===== src/rtl/pnu_mod_counter_if.sv =====
// Control and status bundle of the modulo-N counter; master drives controls, slave is the counter.
// Pure wiring, no latency and no backpressure.
interface pnu_mod_counter_if #(
    parameter int WIDTH = 4
);
    logic             clear;
    logic             load;
    logic [WIDTH-1:0] load_val;
    logic             en;
    logic             up;
    logic [WIDTH-1:0] cnt;
    logic [WIDTH-1:0] cnt_gray;
    logic             tc;
    logic             wrap;
    logic             load_err;

    modport master (
        output clear, load, load_val, en, up,
        input  cnt, cnt_gray, tc, wrap, load_err
    );

    modport slave (
        input  clear, load, load_val, en, up,
        output cnt, cnt_gray, tc, wrap, load_err
    );
endinterface


===== src/rtl/pnu_mod_counter.sv =====
// Modulo-MOD up/down counter: clear, clamped load, wrap/load_err pulses, Gray view.
// Latency: a control sampled at an edge shows on cnt right after it; never stalls, no backpressure.
module pnu_mod_counter #(
    parameter int WIDTH = 4,
    parameter int MOD   = 16
) (
    input  logic               clk,
    input  logic               rst,
    pnu_mod_counter_if.slave   bus
);
    if (WIDTH < 1 || WIDTH > 62 || MOD < 2 || longint'(MOD) > (longint'(1) << WIDTH)) begin : g_bad_param
        $fatal(1, "pnu_mod_counter: illegal WIDTH/MOD combination");
    end

    localparam logic [WIDTH-1:0] CNT_MAX  = WIDTH'(MOD - 1);
    localparam logic [WIDTH-1:0] CNT_ZERO = '0;
    localparam logic [WIDTH-1:0] CNT_ONE  = WIDTH'(1);

    logic [WIDTH-1:0] cnt_q;
    logic [WIDTH-1:0] cnt_nxt;
    logic             wrap_q;
    logic             wrap_nxt;
    logic             err_q;
    logic             err_nxt;
    logic             at_max;
    logic             at_zero;

    assign at_max  = (cnt_q == CNT_MAX);
    assign at_zero = (cnt_q == CNT_ZERO);

    always_comb begin
        cnt_nxt  = cnt_q;
        wrap_nxt = 1'b0;
        err_nxt  = 1'b0;
        if (bus.clear) begin
            cnt_nxt = CNT_ZERO;
        end else if (bus.load) begin
            // Out-of-range loads saturate to the top of the range and flag it
            if (bus.load_val > CNT_MAX) begin
                cnt_nxt = CNT_MAX;
                err_nxt = 1'b1;
            end else begin
                cnt_nxt = bus.load_val;
            end
        end else if (bus.en) begin
            if (bus.up) begin
                if (at_max) begin
                    cnt_nxt  = CNT_ZERO;
                    wrap_nxt = 1'b1;
                end else begin
                    cnt_nxt = cnt_q + CNT_ONE;
                end
            end else begin
                if (at_zero) begin
                    cnt_nxt  = CNT_MAX;
                    wrap_nxt = 1'b1;
                end else begin
                    cnt_nxt = cnt_q - CNT_ONE;
                end
            end
        end
    end

    always_ff @(posedge clk) begin
        if (rst) begin
            cnt_q  <= CNT_ZERO;
            wrap_q <= 1'b0;
            err_q  <= 1'b0;
        end else begin
            cnt_q  <= cnt_nxt;
            wrap_q <= wrap_nxt;
            err_q  <= err_nxt;
        end
    end

    // tc looks only at en/up/cnt so it can be used to anticipate the next wrap
    assign bus.tc       = bus.en & ((bus.up & at_max) | (~bus.up & at_zero));
    assign bus.cnt      = cnt_q;
    assign bus.cnt_gray = cnt_q ^ (cnt_q >> 1);
    assign bus.wrap     = wrap_q;
    assign bus.load_err = err_q;
endmodule

===== src/flat_wrapper.sv =====
// flat-port wrapper written by rule: the top's interface ports become plain ports
module pnu_mod_counter_flat 
#(
    parameter int WIDTH = 4,
    parameter int MOD   = 16
)
  (clk, rst, bus_clear, bus_load, bus_load_val, bus_en, bus_up, bus_cnt, bus_cnt_gray, bus_tc, bus_wrap, bus_load_err);
  pnu_mod_counter_if #(.WIDTH(WIDTH)) bus_i ();
  input  logic clk;
  input  logic rst;
  input wire logic [$bits(bus_i.clear)-1:0] bus_clear;
  input wire logic [$bits(bus_i.load)-1:0] bus_load;
  input wire logic [$bits(bus_i.load_val)-1:0] bus_load_val;
  input wire logic [$bits(bus_i.en)-1:0] bus_en;
  input wire logic [$bits(bus_i.up)-1:0] bus_up;
  output wire logic [$bits(bus_i.cnt)-1:0] bus_cnt;
  output wire logic [$bits(bus_i.cnt_gray)-1:0] bus_cnt_gray;
  output wire logic [$bits(bus_i.tc)-1:0] bus_tc;
  output wire logic [$bits(bus_i.wrap)-1:0] bus_wrap;
  output wire logic [$bits(bus_i.load_err)-1:0] bus_load_err;
  assign bus_i.clear = bus_clear;
  assign bus_i.load = bus_load;
  assign bus_i.load_val = bus_load_val;
  assign bus_i.en = bus_en;
  assign bus_i.up = bus_up;
  assign bus_cnt = bus_i.cnt;
  assign bus_cnt_gray = bus_i.cnt_gray;
  assign bus_tc = bus_i.tc;
  assign bus_wrap = bus_i.wrap;
  assign bus_load_err = bus_i.load_err;
  pnu_mod_counter #(.WIDTH(WIDTH), .MOD(MOD)) u_core (.clk(clk), .rst(rst), .bus(bus_i));
endmodule

===== config.mk =====
export PLATFORM = sky130hd
export DESIGN_NAME = pnu_mod_counter_flat
export DESIGN_NICKNAME = d
export VERILOG_FILES = /design/src/rtl/pnu_mod_counter_if.sv /design/src/rtl/pnu_mod_counter.sv /design/src/flat_wrapper.sv
export SDC_FILE = /design/constraint.sdc
export NUM_CORES = 1
export LEC_CHECK = 0
export ABC_AREA = 1
export ABC_CLOCK_PERIOD_IN_PS = 1300
export CORE_AREA = 2 2 40 42
export DETAILED_ROUTE_END_ITERATION = 10
export DIE_AREA = 0 0 42 44
export GPL_ROUTABILITY_DRIVEN = 0
export PLACE_DENSITY = 0.82
export SETUP_SLACK_MARGIN = 0.02
export SLEW_MARGIN = 10
export SYNTH_ARGS = -nofsm -noshare
export SYNTH_HDL_FRONTEND = slang
export SYNTH_SLANG_ARGS = --single-unit
export TNS_END_PERCENT = 1

===== constraint.sdc =====
create_clock -name clk -period 1.3 [get_ports clk]
set_clock_uncertainty 0.15 [all_clocks]
set_input_delay 0.26 -clock clk [delete_from_list [all_inputs] [get_ports clk]]
set_output_delay 0.26 -clock clk [all_outputs]
set_load 0.1 [all_outputs]

==> out/metrics.cfg, run 1 <==
[routing]
wl_per_cell_um = 13.3
dr.pass1.iters = 4
drt_iter0_drc = 12
drt-total-wl_um = 1740
drt_drc_violations_left = 0
vias = 641
viasPerCell = 4.89
ant_nets = 0

[sta]
finalCritPeriodShare_pct = 131
max_freq_ghz = 0.589
setup-violations-final = 14
min_period_ps = 1700
hold_viol_final = 0
rsz0062_at_grt = true
setup_ws_ps = -399
final-max-slew-violation-count = 0
hold_slack_ps = 369

[finish]
diodes = 0
nNetsFinal = 133
drive_above_1_share_pct = 52.2
final_cell_mix = nand2_1, buf_4, buf_12, inv_1, clkdlybuf4s50_1
layout_commonest_cell = nand2_1
design_area_sq_mm = 0.00113
area_delta_synth_final_pct = 137
post-route-util_pct = 79.5

[logic_synthesis]
synth_cells = 72
netlist_area_sq_um = 477
ys.flop_type = dfxtp_1
yosysWarnings = 0
synth_edf_count = 0
synth_seq_cells = 5
avgSynthCellArea_sq_um = 6.62
syn_nets = 89
async_flop_share_pct = 0
ys_seq_area_share_pct = 21.0
synth.distinct_cells = 17

[worst_setup_path]
cp_max_fo = 4
critPathRequiredTime_ps = 890
arrival_ps = 1290
crit_chain = inv_4, ha_4, nand3_4, a21oi_4, buf_12
cp_slowest_stage_delay_ps = 370
endpoint_kind = output pin
worstSetupPathType = reg -> out
start_kind = register
slowest_stage = dfxtp_4

[placed_design]
place_area_sq_mm = 0.00101
portBuffers = 19
dpl.hpwl_um = 1300
dpl_worst_slack_ps = -456

[floorplan]
die-area_sq_mm = 0.00185
core_region_area_sq_mm = 0.00142
rows = 14
die_h_um = 44
initial_utilization_pct = 33.6
die_w_um = 42
pin_count = 21

[pwr]
total_power_uw = 800
powerDensity_mw_per_mm2 = 709
cellLeakagePower_uw = 0.000516
ir_worst_vdd_v = 0.000420

[outcome]
status = complete, but fails checks
violations = negative setup slack

[clock_tree]
clock-sinks = 5
insertion_delay_ps = 250
cts-htree-levels = 1
cts_hold_buf = 0
tritoncts = done
cts_root_buf = clkbuf_4
numCtsBuffers = 3
path_clk_slew_ps = 40
max-clock-path-buffers = 2

[grt]
grt.total_usage_pct = 20.9
overflow = 0
antenna_found_initial = 0
grt_max_degree = 7
grt_pass1_vias = 704
grt_first_pass_wirelength_um = 2860

[flow_run]
max_cap_violations = 0

[worst_hold_path]
hp-class = in -> reg

==> Yosys cell counts (2+ instances only) <==
cell type	instances	area [sq um]
a22oi_1	3	22.5
nand2_1	20	75.1
nand3_1	8	40.0
o21ai_0	2	10.0
inv_1	11	41.3
ha_1	7	87.6
nor2_1	3	11.3
a21oi_1	3	15.0
dfxtp_1	5	100
inv_2	2	7.51
buf_4	2	15.0
==> routing by layer <==
layer  vias to the layer above  track usage, %  share of wire [%]
li1                        314               -                  -
met1                       289            19.7                 40
met2                        27            35.3                 52
met3                        11            8.75                4.2
met4                         0            17.4                4.1
met5                         -               0                  0
==> registers in the layout, indices dropped and copies added (netlist names) <==
signal	cells
u_core.bus.wrap	1
u_core.bus.cnt	4
==> per-stage QoR <==
step | instances | setup TNS [ps]
finish | 131 | -2320
global route | 131 | -2880
CTS | 129 | -1980
detailed placement | 123 | -2210
global placement | 123 | -1900
floorplan | 72 | -2650
==> kinds of logic after synthesis <==
group                      share of synthesized area, %
DFF                                                21.0
other                                             0.787
adders and majority gates                          18.4
buffers and inverters                              13.4
and+or+nand+nor                                    29.4
AOI/OAI and AO/OA                                  17.1
==> final cells by class <==
class	instances	area (sq um)
inverters	13	53.8
multi-input cells	52	429
clock buffers	4	26.3
repair buffers	41	484
well taps	16	20.0
flip-flops and latches	5	115
fillers	79	290
==> report_power, final <==
group          internal [uW]  switching [uW]
combinational            188             259
clock                    116            68.6
sequential               157            11.4
==> critical path: cells and delay by family (launching register included) <==
kind / cells / cell delay (ps)
adder cells (fa/ha/maj): 1 / 140
AO/OA/AOI/OAI: 1 / 170
AND/OR/NAND/NOR: 1 / 80
buffers and inverters: 2 / 270
flip-flops: 1 / 370
==> final timing paths <==
kind                            cells past startpoint  slack, ps                end         startpoint
worst max-delay path                                5       -400             bus_tc  u_core.bus.cnt[1]
worst min-delay path                                3        370  u_core.bus.cnt[2]           bus_load
worst max register to register                     11       -310  u_core.bus.cnt[2]  u_core.bus.cnt[0]
worst min register to register                      3        590  u_core.bus.cnt[0]  u_core.bus.cnt[0]
==> repair_timing <==
item	CTS	global route
pin swaps	5	1
gates resized for setup	8	9
setup endpoints to repair	13	14
buffers inserted	2	2
Power figures use the tool's default switching activity.
==> run 2: changes to the inputs <==
Settings changed: SLEW_MARGIN 10 to not set.
==> results of run 2 <==
Same layout as run 1: the final DEF is identical, and so are final timing and power.
